`config.mk`:
```
export PLATFORM = sky130hd
export DESIGN_NAME = serial_sub_nor
export DESIGN_NICKNAME = d
export VERILOG_FILES = /design/src/rtl/serial_sub_pkg.sv /design/src/rtl/fs_nor_gate.sv /design/src/rtl/serial_sub_nor.sv
export SDC_FILE = /design/constraint.sdc
export NUM_CORES = 1
export LEC_CHECK = 0
export ABC_CLOCK_PERIOD_IN_PS = 2029
export CORE_MARGIN = 3
export CORE_UTILIZATION = 50
export CTS_CLUSTER_DIAMETER = 50
export DETAILED_ROUTE_END_ITERATION = 10
export GPL_TIMING_DRIVEN = 0
export PLACE_DENSITY = 0.87
export SLEW_MARGIN = 25
export SYNTH_ARGS = -nofsm -noshare
export SYNTH_HDL_FRONTEND = slang
export SYNTH_SLANG_ARGS = --single-unit
```
`constraint.sdc`:
```
create_clock -name clk -period 2.03 [get_ports clk]
set_input_delay 0.5075 -clock clk [delete_from_list [all_inputs] [get_ports clk]]
set_output_delay 0.5075 -clock clk [all_outputs]
set_load 0.005 [all_outputs]
```
`src/rtl/serial_sub_pkg.sv`:
```
// Shared definitions for the bit-serial NOR subtractor: FSM encodings and
// the counter-width helper.
package serial_sub_pkg;
  localparam logic [1:0] IDLE = 2'b00;
  localparam logic [1:0] RUN  = 2'b01;
  localparam logic [1:0] DONE = 2'b10;

  function automatic int CNT_W(input int w);
    return (w < 2) ? 1 : $clog2(w);
  endfunction
endpackage

```
`src/rtl/fs_nor_gate.sv`:
```
// One-bit full subtractor (a - b - bin) built only from 2-input NOR gates.
module fs_nor_gate (
  input  logic a,
  input  logic b,
  input  logic bin,
  output logic d,
  output logic bout
);
  logic n_ab, na_b, a_nb, xn_ab, x_ab;
  logic n_xc, nx_c, x_nc, xn_d;
  logic nbin, t_eq, n_or;

  // a^b: n_ab=~(a|b), na_b=~a&b, a_nb=a&~b, xn_ab=~(a^b)
  nor g0 (n_ab,  a,    b);
  nor g1 (na_b,  a,    n_ab);
  nor g2 (a_nb,  b,    n_ab);
  nor g3 (xn_ab, na_b, a_nb);
  nor g4 (x_ab,  xn_ab, xn_ab);

  // d = x_ab ^ bin, same four-gate xnor followed by an inverter
  nor g5 (n_xc,  x_ab, bin);
  nor g6 (nx_c,  x_ab, n_xc);
  nor g7 (x_nc,  bin,  n_xc);
  nor g8 (xn_d,  nx_c, x_nc);
  nor g9 (d,     xn_d, xn_d);

  // bout = (~a&b) | (~(a^b)&bin); ~(a^b)&bin == ~(x_ab | ~bin)
  nor g10 (nbin, bin,  bin);
  nor g11 (t_eq, x_ab, nbin);
  nor g12 (n_or, na_b, t_eq);
  nor g13 (bout, n_or, n_or);
endmodule

```
`src/rtl/serial_sub_nor.sv`:
```
// Bit-serial unsigned subtractor: a-b computed LSB-first, one bit per clock,
// through a single NOR-only full-subtractor cell, valid/ready on both sides.
module serial_sub_nor
  import serial_sub_pkg::*;
#(
  parameter int WIDTH = 8
) (
  input  logic             clk,
  input  logic             rst_n,
  input  logic             start_valid,
  output logic             start_ready,
  input  logic [WIDTH-1:0] a,
  input  logic [WIDTH-1:0] b,
  output logic             done_valid,
  input  logic             done_ready,
  output logic [WIDTH-1:0] diff,
  output logic             borrow_out,
  output logic             busy
);
  localparam int            CW   = CNT_W(WIDTH);
  localparam logic [CW-1:0] LAST = CW'(WIDTH - 1);

  logic [1:0]       state, nstate;
  logic [WIDTH-1:0] sa, sb, acc, acc_nxt;
  logic             bflop, d, bo;
  logic [CW-1:0]    cnt;

  fs_nor_gate u_fs (
    .a    (sa[0]),
    .b    (sb[0]),
    .bin  (bflop),
    .d    (d),
    .bout (bo)
  );

  // new bit enters at the MSB; after WIDTH shifts bit 0 of the result is at bit 0
  assign acc_nxt = WIDTH'({d, acc} >> 1);

  always_ff @(posedge clk or negedge rst_n) begin
    if (!rst_n) state <= IDLE;
    else        state <= nstate;
  end

  always_comb begin
    nstate = state;
    case (state)
      IDLE:    if (start_valid)  nstate = RUN;
      RUN:     if (cnt == LAST)  nstate = DONE;
      DONE:    if (done_ready)   nstate = IDLE;
      default:                   nstate = IDLE;
    endcase
  end

  // outputs decode state only, so no input reaches an output combinationally
  always_comb begin
    start_ready = (state == IDLE);
    done_valid  = (state == DONE);
    busy        = (state == RUN) || (state == DONE);
  end

  always_ff @(posedge clk or negedge rst_n) begin
    if (!rst_n) begin
      sa         <= '0;
      sb         <= '0;
      acc        <= '0;
      bflop      <= 1'b0;
      cnt        <= '0;
      diff       <= '0;
      borrow_out <= 1'b0;
    end else if (state == IDLE) begin
      if (start_valid) begin
        sa    <= a;
        sb    <= b;
        bflop <= 1'b0;
        cnt   <= '0;
      end
    end else if (state == RUN) begin
      sa    <= sa >> 1;
      sb    <= sb >> 1;
      acc   <= acc_nxt;
      bflop <= bo;
      if (cnt == LAST) begin
        diff       <= acc_nxt;
        borrow_out <= bo;
      end else begin
        cnt <= cnt + 1'b1;
      end
    end
  end
endmodule

```
==> summary.txt <==
Status
  – Outcome: complete, no violations

Synthesis
  – Synth area leader: dfrtp_1
  – Synth top area cells: dfrtp_1, mux2_2, mux2i_1
  – Sequential fraction of the synthesis area: 53.7%
  – Syn_nets: 170
  – Fraction of registers with async set/reset: 100%
  – Top-area cell type share of the netlist area: 53.7%
  – FF+latch count, synth: 38
  – Synth unique cells: 21
  – Synth Warn #: 0
  – Primary FF master, synth: dfrtp_1
  – Syn Std Cell Area: 0.00177 mm2
  – Post-synth EDFFs: 0
  – Synthesized area per cell: between 10 and 15 um2
  – Post-Synthesis Cells: 143

Setup path
  – Critical Path Max Stage Delay: a little over 0.4 ns
  – Reg2reg end: sa[3]
  – R2r startpoint: state[1]
  – CP Capture Type: output pin
  – Crit path arrival time: between 1 and 1.5 ns
  – Startpoint Class: flip-flop
  – CP Class: flip-flop to output pin
  – Sequence of cells on the critical path: inv_1 > ha_2 > dlygate4sd2_1
  – Reg2reg setup slack: approximately 0.34 ns
  – Crit Path Max Fanout: 3
  – Crit-path slowest cell: dfrtp_1
  – Worst R2R Path Depth: 6
  – WP data required: between 1.5 and 2 ns

Power and ir drop
  – Worst vdd ir: 800 uV
  – Pleak: 1.03 nW
  – Power Dens Cells: ~1400 mW/mm2

Cells and area
  – Antenna cells: 0
  – Fill cells: 249
  – Layout overhead on the synthesized area: 24.8%
  – Commonest non-fill, non-tap cell in the layout: dfrtp_1
  – Layout Utilization: about 69%
  – Fin nets: 210
  – Storage cell area: roughly 950 um2
  – Finished Layout Cells: between 200 and 250
  – Commonest cells after routing, fill and taps aside: dfrtp_1, clkdlybuf4s50_1, nand2_1
  – Layout cells sized above 1: roughly 22%
  – Area of the multi-input gates: slightly below 800 um2

Clock tree
  – # hold bufs at CTS: 0
  – CTS tree: done
  – Worst skew pair latency: around 0.34 ns
  – H-tree Lvls: 2
  – Num CTS Buffers: 5
  – TritonCTS Sinks: 38
  – CTS Buffer Depth: 2
  – Clk root buf: clkbuf_4
  – Clock-pin slew on the worst setup and hold paths: approximately 0.11 ns

Timing
  – RSZ-0062 raised after global routing: no
  – Min Tclk post-route: 1.88 ns
  – Final WS setup: ~0.15 ns
  – F_max: 533 MHz
  – Max Transition Viols Final: 0
  – Slew margin rel.: around 70%
  – Aggregate negative setup slack: 0 ns
  – Final Hold Violating Endpoints: 0
  – Slew @ Worst Pin: 0.452 ns
  – Setup Skew: between 0.01 and 0.015 ns
  – Final cycle utilization of the critical path: between 90% and 100%
  – Final setup violation count: 0

Global route
  – Largest net degree at the start of global routing: 22
  – GRT Total Usage: roughly a fifth
  – Initial antenna violation count: 0
  – First-pass GRT wire length: approximately 5.9 mm
  – Vias in the first global route: around 1,300
  – Grt ovf: 0

Routing
  – Drt initial violations: 37
  – Max Used Layer: met4
  – Post-route DRC: 0
  – Antenna-violating nets left: 0
  – Pre-Repair DR Iteration Count: 4
  – Routed vias/inst: about 5.3
  – DRT met1 WL: about 1.3 mm
  – Via count: roughly 1,200
  – Post-Route WL: between 3 and 4 mm
  – Met3 WL post-DR: about 160 um
  – Met2 WL post-DR: between 1.5 and 2 mm
  – DR WL/cell: around 15 um

Placement
  – Post-DP HPWL: approximately 2.6 mm
  – Gpl congestion: 0.825
  – Pre-CTS setup slack: around 0.062 ns
  – IO buf count: 31
  – Placed cells: approximately 220

Hold path
  – Worst Hold Class: primary input to async pin

Run
  – Maxcap violations: 0

Floorplan
  – Die Y-Extent: between 60 and 70 um
  – Cell Rows: 20
  – Die Wd: approximately 66 um
  – Die ar.: ~0.0043 mm2
  – Core Region: between 0.003 and 0.004 mm2
  – Initial core utilization: 55.3%
  – I/O Pins: 32
-- power breakdown --
group          switching, W  internal [W]  total, W
sequential         0.000183       0.00106   0.00125
clock              0.000221      0.000131  0.000352
combinational      0.000688      0.000760   0.00145
-- logic make-up after synthesis --
kind of cell,count (synthesis),synth area share (%)
buf+inv,10,3.04
compound gates,23,6.78
flops,38,53.7
mux,35,22.3
simple gates,29,8.27
fa+ha+maj,7,5.37
xor+xnor,1,0.495
-- critical path, delay by kind of cell (launching register included) --
family / cells / cell delay (ns)
DFF: 1 / 0.41
buffers and inverters: 2 / 0.36
adders and majority gates: 1 / 0.27
-- routing by layer --
layer | up-vias | global-route usage [%]
li1 | 570 | -
met1 | 605 | 21.1
met2 | 23 | 32.9
met3 | 7 | 6.32
met4 | 0 | 6.48
met5 | - | 0
-- layout make-up --
class	instances	share of cell area [%]
timing repair buffer	33	15.2
tap	44	2.49
buffer	6	1.76
multi-input combinational	95	34.8
clock buffer	7	2.04
inverter	4	0.680
sequential	38	43.0
-- stage by stage --
step                      instance area, um2  total power, W  hold WS [ns]
after floorplan                         1770         0.00225         0.212
after global placement                  2140         0.00260         0.461
after detailed placement                2160         0.00273         0.480
after CTS                               2210         0.00308         0.113
after global routing                    2210         0.00331         0.116
final                                   2210         0.00305         0.101
-- state kept, by name (all words and copies together) (netlist names) --
signal      count
sa              8
diff            8
state           2
cnt             3
borrow_out      1
acc             7
bflop           1
sb              8
-- cells in the mapped netlist (2+ instances only) --
cell type and count:
dfrtp_1 38, nand2_1 21, o21ai_0 20, mux2_2 18
mux2i_1 14, ha_1 6, buf_2 4, inv_1 4
nand2b_1 3, a21boi_0 2, and2b_4 2, mux2_4 2
-- worst max-delay path by stage --
stage | from | end | depth (start not counted)
global placement | rst_n | diff[4] | 1
global route | state[1] | busy | 3
CTS | state[0] | busy | 3
floorplan | state[0] | state[0] | 6
finish | state[1] | busy | 3
detailed placement | start_valid | state[1] | 4
-- timing repair --
item | CTS | global route
setup endpoints to repair | 3 | 0
buffers inserted | 1 | 0
resized for setup | 5 | 0
(Power assumes the default switching activity.)
